$ cat config.mk
export PLATFORM = sky130hd
export DESIGN_NAME = ioctl_streamer
export DESIGN_NICKNAME = d
export VERILOG_FILES = /design/src/rtl/ioctl_streamer_pkg.sv /design/src/rtl/ioctl_streamer_pace_counter.sv /design/src/rtl/ioctl_streamer.sv
export SDC_FILE = /design/constraint.sdc
export NUM_CORES = 1
export LEC_CHECK = 0
export CAP_MARGIN = 20
export CORE_ASPECT_RATIO = 0.6
export CORE_MARGIN = 2
export CORE_UTILIZATION = 48
export CTS_BUF_LIST = sky130_fd_sc_hd__clkbuf_4 sky130_fd_sc_hd__clkbuf_8
export DETAILED_ROUTE_END_ITERATION = 16
export PLACE_DENSITY = 0.7
export SYNTH_ARGS = -nofsm -noshare
export SYNTH_HDL_FRONTEND = slang
export SYNTH_SLANG_ARGS = --single-unit
$ cat constraint.sdc
create_clock -name clk_sys -period 4 [get_ports clk_sys]
set_input_delay 0.4 -clock clk_sys [delete_from_list [all_inputs] [get_ports clk_sys]]
set_output_delay 0.4 -clock clk_sys [all_outputs]
set_load 0.05 [all_outputs]
$ cat src/rtl/ioctl_streamer_pkg.sv
// Shared definitions for the ioctl download transmitter.
//   state_t  : transfer sequencer states
//   IDX_*    : well-known ioctl_index values seen by the core top
//   PACE_W   : width of the GAP/TAIL pacing counter
package ioctl_pkg;

  typedef enum logic [2:0] {
    ST_IDLE,
    ST_SETUP,
    ST_FETCH,
    ST_WRITE,
    ST_GAP,
    ST_TAIL
  } state_t;

  localparam logic [7:0] IDX_ROM = 8'd0;
  localparam logic [7:0] IDX_MOD = 8'd1;
  localparam logic [7:0] IDX_DIP = 8'd254;

  localparam int PACE_W = 16;

endpackage

$ cat src/rtl/ioctl_streamer_pace_counter.sv
// Loadable down-counter with a zero flag. Paces both the post-write gap
// and the download tail of ioctl_streamer.
//   clk, reset_n : clock, synchronous active-low reset
//   load         : load load_val this edge (has priority over counting)
//   load_val     : value to load
//   zero         : counter currently reads 0 (counting stops there)
module pace_counter
  import ioctl_pkg::*;
#(
  parameter int W = PACE_W
) (
  input  logic         clk,
  input  logic         reset_n,
  input  logic         load,
  input  logic [W-1:0] load_val,
  output logic         zero
);

  logic [W-1:0] cnt;

  always_ff @(posedge clk) begin
    if (!reset_n)          cnt <= '0;
    else if (load)         cnt <= load_val;
    else if (cnt != '0)    cnt <= cnt - 1'b1;
  end

  assign zero = (cnt == '0);

endmodule

$ cat src/rtl/ioctl_streamer.sv
// ioctl download bus transmitter. Replays a valid/ready byte stream as
// ioctl_download / ioctl_wr / ioctl_addr / ioctl_dout / ioctl_index
// transfers, pacing writes so the SDRAM toggle handshake can finish.
//   clk_sys, reset_n         : clock, synchronous active-low reset
//   start, index             : begin a transfer with the given index (IDLE only)
//   s_data/s_valid/s_last    : source byte stream, s_ready high only in FETCH
//   wr_ack                   : SDRAM port ack (toggle), honoured when WAIT_ACK=1
//   ioctl_*                  : download bus outputs
//   busy, done, overflow     : status (done = 1-cycle pulse, overflow sticky)
module ioctl_streamer
  import ioctl_pkg::*;
#(
  parameter int ADDR_W   = 25,
  parameter int GAP      = 8,
  parameter int TAIL     = 16,
  parameter int WAIT_ACK = 0
) (
  input  logic              clk_sys,
  input  logic              reset_n,
  input  logic              start,
  input  logic [7:0]        index,
  input  logic [7:0]        s_data,
  input  logic              s_valid,
  input  logic              s_last,
  output logic              s_ready,
  input  logic              wr_ack,
  output logic              ioctl_download,
  output logic [7:0]        ioctl_index,
  output logic              ioctl_wr,
  output logic [ADDR_W-1:0] ioctl_addr,
  output logic [7:0]        ioctl_dout,
  output logic              busy,
  output logic              done,
  output logic              overflow
);

  // Counter is loaded with N-1 so the state it guards lasts exactly N cycles.
  localparam logic [PACE_W-1:0] GAP_LD  = PACE_W'(GAP - 1);
  localparam logic [PACE_W-1:0] TAIL_LD = PACE_W'(TAIL - 1);

  state_t              state;
  logic [ADDR_W-1:0]   cnt;
  logic                last_q;
  logic                exp_ack;
  logic                pace_zero;
  logic                pace_load;
  logic [PACE_W-1:0]   pace_val;
  logic                gap_exit;
  logic                to_tail;

  assign s_ready  = (state == ST_FETCH);
  assign busy     = (state != ST_IDLE);
  assign gap_exit = pace_zero && ((WAIT_ACK == 0) || (wr_ack == exp_ack));
  assign to_tail  = last_q || overflow;

  always_comb begin
    pace_load = 1'b0;
    pace_val  = GAP_LD;
    if (state == ST_WRITE) begin
      pace_load = 1'b1;
    end else if (state == ST_GAP && gap_exit && to_tail) begin
      pace_load = 1'b1;
      pace_val  = TAIL_LD;
    end
  end

  pace_counter #(.W(PACE_W)) u_pace (
    .clk      (clk_sys),
    .reset_n  (reset_n),
    .load     (pace_load),
    .load_val (pace_val),
    .zero     (pace_zero)
  );

  always_ff @(posedge clk_sys) begin
    if (!reset_n) begin
      state          <= ST_IDLE;
      cnt            <= '0;
      last_q         <= 1'b0;
      exp_ack        <= wr_ack;   // resync so a stale ack level is not mistaken for a response
      ioctl_download <= 1'b0;
      ioctl_index    <= '0;
      ioctl_wr       <= 1'b0;
      ioctl_addr     <= '0;
      ioctl_dout     <= '0;
      done           <= 1'b0;
      overflow       <= 1'b0;
    end else begin
      done     <= 1'b0;
      ioctl_wr <= 1'b0;
      case (state)
        ST_IDLE: if (start) begin
          state          <= ST_SETUP;
          ioctl_index    <= index;
          cnt            <= '0;
          overflow       <= 1'b0;
          ioctl_download <= 1'b1;
        end
        ST_SETUP: state <= ST_FETCH;
        ST_FETCH: if (s_valid) begin
          // addr/dout land on the same edge that raises ioctl_wr
          state      <= ST_WRITE;
          ioctl_wr   <= 1'b1;
          ioctl_dout <= s_data;
          ioctl_addr <= cnt;
          cnt        <= cnt + 1'b1;
          last_q     <= s_last;
          if ((&cnt) && !s_last) overflow <= 1'b1;
        end
        ST_WRITE: begin
          state   <= ST_GAP;
          exp_ack <= ~exp_ack;
        end
        ST_GAP: if (gap_exit) state <= to_tail ? ST_TAIL : ST_FETCH;
        ST_TAIL: if (pace_zero) begin
          state          <= ST_IDLE;
          ioctl_download <= 1'b0;
          done           <= 1'b1;
        end
        default: state <= ST_IDLE;
      endcase
    end
  end

endmodule
==> results of run 1 <==
[metrics by stage]
stage | power, mW | utilization, % | setup WS (ns) | hold slack, ns | std cells
4_1_cts | 2.59 | 60.4 | 1.28 | 0.457 | 629
6_report | 2.58 | 60.4 | 1.27 | 0.455 | 629
5_1_grt | 2.74 | 60.4 | 1.12 | 0.478 | 629
3_5_place_dp | 1.97 | 58.0 | 1.31 | 0.446 | 614
3_3_place_gp | 1.94 | 58.0 | 1.39 | 0.442 | 614
2_1_floorplan | 1.80 | - | 1.90 | 0.445 | 462
[worst min-delay path by stage]
| stage | to | cells past startpoint |
|---|---|---|
| global placement | ioctl_index[7] | 2 |
| floorplan | u_pace.cnt[11] | 2 |
| global route | ioctl_index[4] | 2 |
| CTS | ioctl_addr[10] | 2 |
| finish | ioctl_addr[7] | 2 |
| detailed placement | ioctl_addr[10] | 2 |
[registers in the layout, summed over array words and instances, names as in the netlist]
signal and cells:
ioctl_download 1, u_pace.cnt 16, last_q 1, overflow 1, cnt 25, done 1, ioctl_index 8, ioctl_wr 1
state 3, ioctl_addr 25, ioctl_dout 8
[cells in the final DEF, fill, tap and decap left out, drive strengths merged, types with 9 or more instances in the layout]
cell type	n
xor2	10
nor2	45
a21oi	54
nor4	10
inv	9
clkbuf	12
nor3	11
dfxtp	90
nand3	10
o21ai	11
nand2	102
xnor2	18
clkdlybuf4s50	67
[power breakdown]
part | switching [mW] | leakage (nW) | internal, mW | total [mW]
Clock | 0.300 | 0.103 | 0.315 | 0.615
Sequential | 0.116 | 0.730 | 0.993 | 1.11
Combinational | 0.532 | 0.739 | 0.326 | 0.858
Total | 0.948 | 1.57 | 1.63 | 2.58
[routing by layer]
layer	share of wire (%)	GRT usage [%]	routed length [um]
met1	51	28.2	4360
met2	41	32.9	3540
met3	6.8	7.11	585
met4	0.84	7.67	72
met5	0	0	0
[logic make-up after synthesis]
logic type / share of synthesized area, %
and+or+nand+nor: 27.5
DFF: 47.4
AOI/OAI and AO/OA: 12.7
buffers and inverters: 4.08
xor gates and xnor gates: 6.45
muxes: 0.823
adders and majority gates: 0.988
[worst reg2reg max path, delay by kind of cell (launching register included)]
family,cells,cell delay (ns)
AND/OR/NAND/NOR,4,1.15
AO/OA/AOI/OAI,1,0.84
flip-flops,1,0.35
adder cells (fa/ha/maj),1,0.16
buffers and inverters,1,0.09
[cell type report]
| cell class | instances | area, um^2 |
|---|---|---|
| Fill cell | 694 | 3080 |
| Clock inverter | 3 | 40.0 |
| Inverter | 9 | 33.8 |
| Tap cell | 108 | 135 |
| Timing Repair Buffer | 71 | 701 |
| Clock buffer | 12 | 153 |
| Multi-Input combinational cell | 336 | 1840 |
| Sequential cell | 90 | 1800 |
==> impl_metrics.tcl, run 1 <==
set metrics [dict create \
    status "finished clean" \
    fin_nets 542 \
    dpl_cell_area_um2 4510 \
    first_pass_iters 6 \
    worstSetupPathDepth 7 \
    routedWlPerCell_um 13.6 \
    hp-class "register to register" \
    rrSetupSlack_ns 1.27 \
    cp_slowest_stage_delay_ns 0.84 \
    drv_slew 0 \
    required_ns 4.21 \
    max_clock_freq_mhz 366 \
    avgSynthCellArea_um2 8.22 \
    synth_flop_cell "dfxtp_1" \
    critPathLaunchType "register" \
    drtIter0Drc 173 \
    post-synth-top-count-cell "nand2_1" \
    setup_viol 0 \
    critPathCapture "u_pace.cnt[8]" \
    io_pins 69 \
    detail-route-antenna-nets 0 \
    crit_buf_inv 1 \
    grt_usage_pct 21.3 \
    maxSlewHeadroom_pct 33.3 \
    cts-hold-fix-buffers 0 \
    r2r_end "u_pace.cnt[8]" \
    portBuffers 67 \
    yosysWarningCount 0 \
    crit_type "register to register" \
    synth_cell_type_count 52 \
    r2r-start "u_pace.cnt[0]" \
    place_hpwl_mm 5.83 \
    die_y_um 72.9 \
    grt_pass1_vias 3132 \
    cp-startpoint "u_pace.cnt[0]" \
    drive_gt1_share_pct 5.57 \
    cellPowerDensity_nw_per_um2 548 \
    crit_chain "inv_1 -> ha_1 -> or4b_4 -> nor4_4 -> nand2_2 -> o211ai_1 -> nor2_1" \
    clock-sinks 90 \
    design.die.area_um2 8670 \
    cts_resized 0 \
    syn_area_um2 3800 \
    post_cts_buffers 0 \
    critPathTopFamily "simple AND/OR/NAND/NOR gates" \
    synth_top_area_share_pct 47.4 \
    final.setup_skew_ns 0.00981 \
    ys_seq_elements 90 \
    clock_path_buffers 2 \
    tns_ns 0 \
    die_x_um 119 \
    synth_top_area_cell "dfxtp_1" \
    worstRegToRegCells 7 \
    num_antenna_cells 0 \
    clk_pin_slew_ns 0.08 \
    htree_num_levels 3 \
    row_count 25 \
    hp-start "ioctl_addr[7]" \
    synth_cells 462 \
    synth_area_leaders "dfxtp_1, nand2_1, a21oi_1" \
    post_drt_via_cell_ratio 5.23 \
    grt_start_max_net_pins 37 \
    crit_slowest_cell "o211ai_1" \
    synth_edf_count 0 \
    post-route-min-period_ns 2.73 \
    critPathCaptureType "register" \
    cp.arrival_ns 2.94 \
    numCtsBuffers 9 \
    antenna_found_initial 0 \
    root_buffer "clkbuf_8" \
    maxCapViolCount 0 \
    grt_first_pass_wirelength_mm 14.6 \
    leakage_nw 1.57 \
    tightest_slew_ns 0.997 \
    path_max_fanout 12 \
    syn-num-nets 487 \
    num_vias 3290 \
    cts_tree "yes" \
    synth.yosys.seq_area_share_pct 47.4 \
    finalWirelength_mm 8.56 \
    place_congestion 0.811 \
    core-area_um2 7790 \
    rsz0062_at_grt "false" \
    async_flop_share_pct 0 \
    synth_common_cells "nand2_1, dfxtp_1, a21oi_1, nor2_1, clkbuf_1" \
    area_growth_pct 23.9 \
    worstSkewPairLatency_ns 0.37 \
    peakVddDrop_mv 0.272 \
    grt-ovfl-total 0 \
    route.detailed.drc 0 \
    initial_core_util_pct 48.8 \
    fin_crit_sh_pct 68.4 \
    fin_area_um2 4710 \
    hold_violations 0 \
]
Note: power is estimated with default switching activity, not from simulation.
==> run 2: changes to the inputs <==
==> constraint.sdc (replaced) <==
create_clock -name clk_sys -period 2.58 [get_ports clk_sys]
set_input_delay 0.258 -clock clk_sys [delete_from_list [all_inputs] [get_ports clk_sys]]
set_output_delay 0.258 -clock clk_sys [all_outputs]
set_load 0.05 [all_outputs]
==> run 2 against run 1 <==
Compared with the run above:
- clock skew down 0.0013 ns
- setup slack worse by 1.1 ns
- largest power group unchanged
- critical path type unchanged
- die area did not move
- routed wire length rose by 1.8%
- largest cell class unchanged
- fmax is 13% higher
==> impl_metrics.tcl, run 2 (synthesis gave the netlist of run 1 again) <==
set metrics [dict create \
    numCtsBuffers 9 \
    routedWlPerCell_um 13.6 \
    finalWirelength_mm 8.71 \
    stdcell_count 638 \
    first_pass_iters 4 \
    detail-route-antenna-nets 0 \
    cts_resized 0 \
    critPathLaunchType "register" \
    portBuffers 67 \
    critPathCaptureType "register" \
    peakVddDrop_mv 0.771 \
    clock-sinks 90 \
    cts-hold-fix-buffers 0 \
    core-area_um2 7790 \
    layout_common_cells "nand2_1, dfxtp_1, clkdlybuf4s50_1" \
    drv_slew 0 \
    row_count 25 \
    path_max_fanout 10 \
    cp.arrival_ns 2.68 \
    root_buffer "clkbuf_8" \
    die_x_um 119 \
    cellPowerDensity_nw_per_um2 870 \
    cts_tree "yes" \
    drtIter0Drc 188 \
    tightest_slew_ns 0.656 \
    tns_ns 0 \
    initial_core_util_pct 48.8 \
    hold_violations 0 \
    grt_first_pass_wirelength_mm 14.8 \
    dp_cells 622 \
    clock_path_buffers 2 \
    place_hpwl_mm 5.98 \
    grt_usage_pct 21.7 \
    rsz0062_at_grt "false" \
    drive_gt1_share_pct 7.17 \
    whs_ns 0.436 \
    fin_nets 550 \
    num_vias 3297 \
    status "finished clean" \
    max_clock_freq_mhz 414 \
    clk_pin_slew_ns 0.09 \
    fillers 680 \
    grt-ovfl-total 0 \
    io_pins 69 \
    multi_input_area_um2 1840 \
    layout_commonest_cell "nand2_1" \
    dpl_cell_area_um2 4570 \
    maxCapViolCount 0 \
    route.detailed.drc 0 \
    die_y_um 72.9 \
    antenna_found_initial 0 \
    ff_latch_area_um2 1800 \
    htree_num_levels 3 \
    post-route-min-period_ns 2.42 \
    leakage_nw 1.62 \
    area_growth_pct 26.2 \
    crit_type "register to register" \
    maxSlewHeadroom_pct 56.2 \
    grt_pass1_vias 3120 \
    place_congestion 0.818 \
    reg_top3 "cnt (25), ioctl_addr (25), u_pace.cnt (16)" \
    num_antenna_cells 0 \
    hp-class "input pin to register" \
    post_cts_buffers 0 \
    post_drt_via_cell_ratio 5.17 \
    setup_viol 0 \
    design.die.area_um2 8670 \
    final.setup_skew_ns 0.00847 \
    grt_start_max_net_pins 35 \
    required_ns 2.84 \
    fin_area_um2 4800 \
    fin_crit_sh_pct 93.6 \
    worstSkewPairLatency_ns 0.37 \
]
==> run 2: through the flow <==
step | util, % | power (mW) | setup slack, ns
floorplan | - | 2.78 | 0.479
global placement | 58.7 | 3.07 | 0.254
detailed placement | 58.7 | 3.11 | 0.203
CTS | 61.6 | 4.20 | 0.172
global route | 61.6 | 4.44 | 0.0333
finish | 61.6 | 4.17 | 0.164
==> run 2: final timing paths <==
kind                                     from        endpoint  slack, ns  depth (start not counted)
worst max-delay path            u_pace.cnt[0]   u_pace.cnt[8]       0.16                          7
worst min-delay path                 index[1]  ioctl_index[1]       0.44                          3
worst max register to register  u_pace.cnt[0]   u_pace.cnt[8]       0.16                          7
worst min register to register  ioctl_addr[8]   ioctl_addr[8]       0.46                          2
==> run 2: cell type report <==
class | instances | share of cell area (%)
multi-input combinational | 336 | 38.4
sequential | 90 | 37.6
timing repair buffer | 79 | 15.9
clock buffer | 11 | 3.03
tap | 108 | 2.82
clock inverter | 5 | 1.62
inverter | 9 | 0.704
==> run 2: critical path, cell delays in order, from the launching register on <==
cell,delay (ns)
dfxtp_1,0.36
inv_1,0.10
ha_1,0.16
or4b_4,0.50
or4_1,0.65
o211ai_1,0.30
xor2_1,0.19
nor2_1,0.05
==> run 2: report_power, final <==
part	switching [mW]	internal, mW	total [mW]
Combinational	0.845	0.543	1.39
Clock	0.496	0.580	1.08
Sequential	0.172	1.54	1.71
Total	1.51	2.66	4.17
==> run 2: routing by layer <==
layer  track usage (%)  routed length [um]  vias to the layer above
met5                 0                   0                        -
met4              6.08                  84                        0
met3              8.75                 628                        9
met2              32.2                3580                       85
met1              29.4                4410                     1512
li1                  -                   -                     1691
